==> config.mk <==
export PLATFORM = sky130hd
export DESIGN_NAME = rtc_bcd_timekeeper
export DESIGN_NICKNAME = d
export VERILOG_FILES = /design/src/rtl/rtc_bcd_timekeeper.sv
export SDC_FILE = /design/constraint.sdc
export NUM_CORES = 1
export LEC_CHECK = 0
export CORE_MARGIN = 3
export CORE_UTILIZATION = 45
export CTS_CLUSTER_DIAMETER = 120
export DETAILED_ROUTE_END_ITERATION = 10
export GPL_TIMING_DRIVEN = 1
export PLACE_DENSITY = 0.7
export SKIP_CTS_REPAIR_TIMING = 1
export SLEW_MARGIN = 20
export SYNTH_ARGS = -nofsm -noshare
export SYNTH_HDL_FRONTEND = slang
export SYNTH_SLANG_ARGS = --single-unit
==> constraint.sdc <==
create_clock -name clk -period 3.3 [get_ports clk]
set_input_delay 0.495 -clock clk [delete_from_list [all_inputs] [get_ports clk]]
set_output_delay 0.495 -clock clk [all_outputs]
set_load 0.02 [all_outputs]
==> src/rtl/rtc_bcd_timekeeper.sv <==
// rtc_bcd_timekeeper: 24-hour BCD HH:MM:SS clock with 1 s prescaler and two-button hour/minute set mode.
module rtc_bcd_timekeeper #(
  parameter int TICK_DIV = 50000000
) (
  input  logic       clk,
  input  logic       rst,
  input  logic       mode_btn,
  input  logic       inc_btn,
  output logic [3:0] hr_tens,
  output logic [3:0] hr_ones,
  output logic [3:0] min_tens,
  output logic [3:0] min_ones,
  output logic [3:0] sec_tens,
  output logic [3:0] sec_ones,
  output logic       set_hr,
  output logic       set_min,
  output logic       sec_pulse
);
  localparam int PW = $clog2(TICK_DIV);
  localparam logic [PW-1:0] TMAX = PW'(TICK_DIV - 1);
  typedef enum logic [1:0] {RUN, SET_HR, SET_MIN} state_t;
  state_t state_q, state_d;
  logic [PW-1:0] presc_q, presc_d;
  logic [3:0] hr_tens_q, hr_tens_d, hr_ones_q, hr_ones_d;
  logic [3:0] min_tens_q, min_tens_d, min_ones_q, min_ones_d;
  logic [3:0] sec_tens_q, sec_tens_d, sec_ones_q, sec_ones_d;
  logic sec_pulse_q, sec_pulse_d;
  logic run, tick, clr_sec, sec_carry, min_inc, min_carry, hr_inc, hr_wrap, adj;
  always_ff @(posedge clk) begin
    if (rst) begin
      state_q     <= RUN;
      presc_q     <= '0;
      hr_tens_q   <= '0;
      hr_ones_q   <= '0;
      min_tens_q  <= '0;
      min_ones_q  <= '0;
      sec_tens_q  <= '0;
      sec_ones_q  <= '0;
      sec_pulse_q <= 1'b0;
    end else begin
      state_q     <= state_d;
      presc_q     <= presc_d;
      hr_tens_q   <= hr_tens_d;
      hr_ones_q   <= hr_ones_d;
      min_tens_q  <= min_tens_d;
      min_ones_q  <= min_ones_d;
      sec_tens_q  <= sec_tens_d;
      sec_ones_q  <= sec_ones_d;
      sec_pulse_q <= sec_pulse_d;
    end
  end
  always_comb begin
    state_d = !mode_btn ? state_q :
              state_q == RUN ? SET_HR :
              state_q == SET_HR ? SET_MIN : RUN;
  end
  always_comb begin
    run         = state_q == RUN;
    tick        = run && presc_q == TMAX;
    adj         = inc_btn && !mode_btn;
    clr_sec     = state_q == SET_MIN && mode_btn;
    presc_d     = (!run || tick) ? '0 : presc_q + PW'(1);
    sec_pulse_d = tick;
    sec_ones_d  = clr_sec ? 4'd0 : tick ? (sec_ones_q == 4'd9 ? 4'd0 : sec_ones_q + 4'd1) : sec_ones_q;
    sec_tens_d  = clr_sec ? 4'd0 : (tick && sec_ones_q == 4'd9) ?
                  (sec_tens_q == 4'd5 ? 4'd0 : sec_tens_q + 4'd1) : sec_tens_q;
    sec_carry   = tick && sec_ones_q == 4'd9 && sec_tens_q == 4'd5;
    min_inc     = sec_carry || (state_q == SET_MIN && adj);
    min_ones_d  = min_inc ? (min_ones_q == 4'd9 ? 4'd0 : min_ones_q + 4'd1) : min_ones_q;
    min_tens_d  = (min_inc && min_ones_q == 4'd9) ?
                  (min_tens_q == 4'd5 ? 4'd0 : min_tens_q + 4'd1) : min_tens_q;
    min_carry   = sec_carry && min_ones_q == 4'd9 && min_tens_q == 4'd5;
    hr_inc      = min_carry || (state_q == SET_HR && adj);
    hr_wrap     = hr_tens_q == 4'd2 && hr_ones_q == 4'd3;
    hr_ones_d   = hr_inc ? ((hr_wrap || hr_ones_q == 4'd9) ? 4'd0 : hr_ones_q + 4'd1) : hr_ones_q;
    hr_tens_d   = !hr_inc ? hr_tens_q : hr_wrap ? 4'd0 :
                  hr_ones_q == 4'd9 ? hr_tens_q + 4'd1 : hr_tens_q;
  end
  always_comb begin
    set_hr    = state_q == SET_HR;
    set_min   = state_q == SET_MIN;
    sec_pulse = sec_pulse_q;
    hr_tens   = hr_tens_q;
    hr_ones   = hr_ones_q;
    min_tens  = min_tens_q;
    min_ones  = min_ones_q;
    sec_tens  = sec_tens_q;
    sec_ones  = sec_ones_q;
  end
endmodule

==> flow_metrics.py <==
metrics = {
    "die": {
        "pin_count": 31,
        "core_area_um2": 5710,
        "die_w_um": 84.3,
        "dieArea_um2": 7100,
        "dieHeight_um": 84.3,
        "start_util_pct": 48.3,
        "rows": 27,
    },
    "timing": {
        "hold_violations": 0,
        "setup_viol": 0,
        "rsz0062_at_grt": "no",
        "tns_ns": 0,
        "finalMaxSlewViolations": 0,
        "period_minus_slack_ns": 2.81,
        "finClkSkew_ns": 0.00707,
        "period_share_pct": 85.0,
        "fmax_mhz": 356,
        "relSlewSlack_pct": 55.2,
        "worst_slew_pin_slew_ns": 0.668,
    },
    "hold_path": {
        "holdPathStages": 1,
        "hp-class": "flip-flop to flip-flop",
    },
    "outcome": {
        "outcome": "completed",
    },
    "synth": {
        "yosysSeqAreaShare_pct": 38.5,
        "synth_top_flop_cell": "dfxtp_1",
        "avgSynthCellArea_um2": 8.40,
        "synth_area_leaders": "dfxtp_1 (38%), nor2_1 (6.5%), xor2_1 (6.0%)",
        "syn_inst": 328,
        "netlist_area_um2": 2760,
        "synth_edf_count": 0,
        "synth_largest_area_cell": "dfxtp_1",
        "synthesis.nets": 337,
        "ys_warn_count": 0,
        "synthTopCellsByCount": "dfxtp_1 (53), nor2_1 (48), nand2_1 (27)",
        "ys_types": 51,
        "ys_seq_elements": 53,
        "synth_most_common_cell": "dfxtp_1",
        "synth_top_area_share_pct": 38.5,
        "ys_async_sr_fraction_pct": 0,
    },
    "grt": {
        "grt_pass1_wl_um": 9960,
        "use_met3_pct": 2.85,
        "met1_usage_pct": 21.6,
        "grt_most_used_layer": "met2",
        "antenna_found_initial": 0,
        "grt_overflow_total": 0,
        "met2_usage_pct": 28.7,
        "grt_max_degree": 30,
        "grt_pass1_vias": 2160,
        "track_usage_pct": 16.8,
    },
    "detailed_routing": {
        "drt-total-wl_um": 5890,
        "firstDrtPassIters": 4,
        "post-route-drc-count": 0,
        "via_per_inst": 5.65,
        "drt_iter0_drc": 96,
        "wire_per_inst_um": 13.7,
        "ant_nets": 0,
        "vias": 2436,
    },
    "clock_tree": {
        "cts_tree": "built",
        "numCtsBuffers": 5,
        "clockRootBuffer": "clkbuf_8",
        "cts_buffer_depth": 2,
        "htree_levels": 2,
        "cts_sinks": 53,
        "insertion_delay_ns": 0.31,
        "clkTransAtPathRegs_ns": 0.10,
    },
    "place": {
        "place.gp.congestion": 0.812,
        "placed_area_um2": 3130,
        "hpwl_um": 4280,
        "io_buffer_count": 30,
    },
    "critical_path": {
        "crit_buf_inv": 0,
        "reg2reg_slack_ns": 0.49,
        "end_kind": "flip-flop",
        "path_max_fanout": 10,
        "required_ns": 3.55,
        "path_class": "flip-flop to flip-flop",
        "crit_family": "simple AND/OR/NAND/NOR gates",
        "crit_path_top_delay_cell": "or4_1",
        "cp-start-kind": "flip-flop",
        "path_cells": "or4_1, or4_1, or4_4, or4_4, o211ai_2",
        "crit_cells": 5,
        "max_stage_delay_ns": 0.66,
        "worstPathArrival_ns": 3.05,
        "ff2ff_path_depth": 5,
    },
    "pwr": {
        "p_leak_nw": 1.11,
        "power_density_nw_per_um2": 387,
        "ir_worst_vdd_mv": 0.278,
    },
    "layout": {
        "drive_gt1_share_pct": 7.24,
        "areaGrowthSynthToFinish_pct": 18.6,
        "num-fill-cells": 524,
        "layout.nets": 367,
        "antennaDiodeCount": 0,
        "fin_area_um2": 3270,
    },
    "run": {
        "maxCapViolCount": 0,
    },
}
registers in the layout, summed over array words and instances (netlist names):
signal,cells
hr_ones,4
hr_tens,4
min_ones,4
min_tens,4
presc_q,26
sec_ones,4
sec_pulse,1
sec_tens,4
state_q,2
layer usage:
metal	wire length (µm)	share of wire, %
met5	0	0
met2	2780	47
met4	59	1.0
met1	2860	48
met3	189	3.2
worst paths after layout:
kind              start         end
min          presc_q[0]  presc_q[0]
max          presc_q[7]  hr_ones[3]
min reg2reg  presc_q[0]  presc_q[0]
max reg2reg  presc_q[7]  hr_ones[3]
final cells by class:
cell class	instances	area, µm²	share of cell area, %
Inverter	9	33.8	1.03
Multi-Input combinational cell	253	1600	49.1
Tap cell	72	90.1	2.76
Timing Repair Buffer	36	345	10.6
Clock inverter	3	65.1	1.99
Clock buffer	5	68.8	2.11
Sequential cell	53	1060	32.5
report_power, final:
part	switching (W)	internal (W)
sequential	0.0000133	0.000649
clock	0.000217	0.000301
combinational	0.0000497	0.0000348
cells in the final DEF, fill, tap and decap left out, drive strengths merged, types with 3 or more instances in the layout:
| cell type | count |
|---|---|
| nand2b | 4 |
| nor3 | 8 |
| o21ai | 3 |
| nand3 | 20 |
| a31oi | 4 |
| dfxtp | 53 |
| nor4bb | 4 |
| buf | 6 |
| nand2 | 27 |
| inv | 9 |
| nand4 | 14 |
| nor2b | 10 |
| xnor2 | 7 |
| nor2 | 48 |
| clkbuf | 5 |
| or3 | 4 |
| nand4bb | 3 |
| or4 | 6 |
| mux2 | 6 |
| o211ai | 6 |
| and3 | 6 |
| ha | 5 |
| xor2 | 19 |
| nor4 | 9 |
| clkdlybuf4s50 | 30 |
| a21oi | 10 |
cell families (layout without fill, tap and decap cells):
| family | count (synthesis) | in the layout | synth area share, % |
|---|---|---|---|
| xor gates and xnor gates | 26 | 26 | 8.26 |
| AOI/OAI and AO/OA | 39 | 39 | 9.90 |
| and+or+nand+nor | 175 | 175 | 34.6 |
| DFF | 53 | 53 | 38.5 |
| muxes | 8 | 8 | 3.18 |
| buffers and inverters | 22 | 53 | 3.31 |
| adders and majority gates | 5 | 5 | 2.27 |
stage by stage:
stage	hold slack (ns)	utilization [%]	std cells	setup WS [ns]	power [W]
finish	0.474	57.2	431	0.494	0.00127
global route	0.497	57.2	431	0.409	0.00131
CTS	0.479	57.2	431	0.484	0.00128
detailed placement	0.454	54.9	423	0.532	0.000762
global placement	0.444	54.9	423	0.557	0.000761
floorplan	0.430	-	328	0.661	0.000730
(Power assumes the default switching activity.)
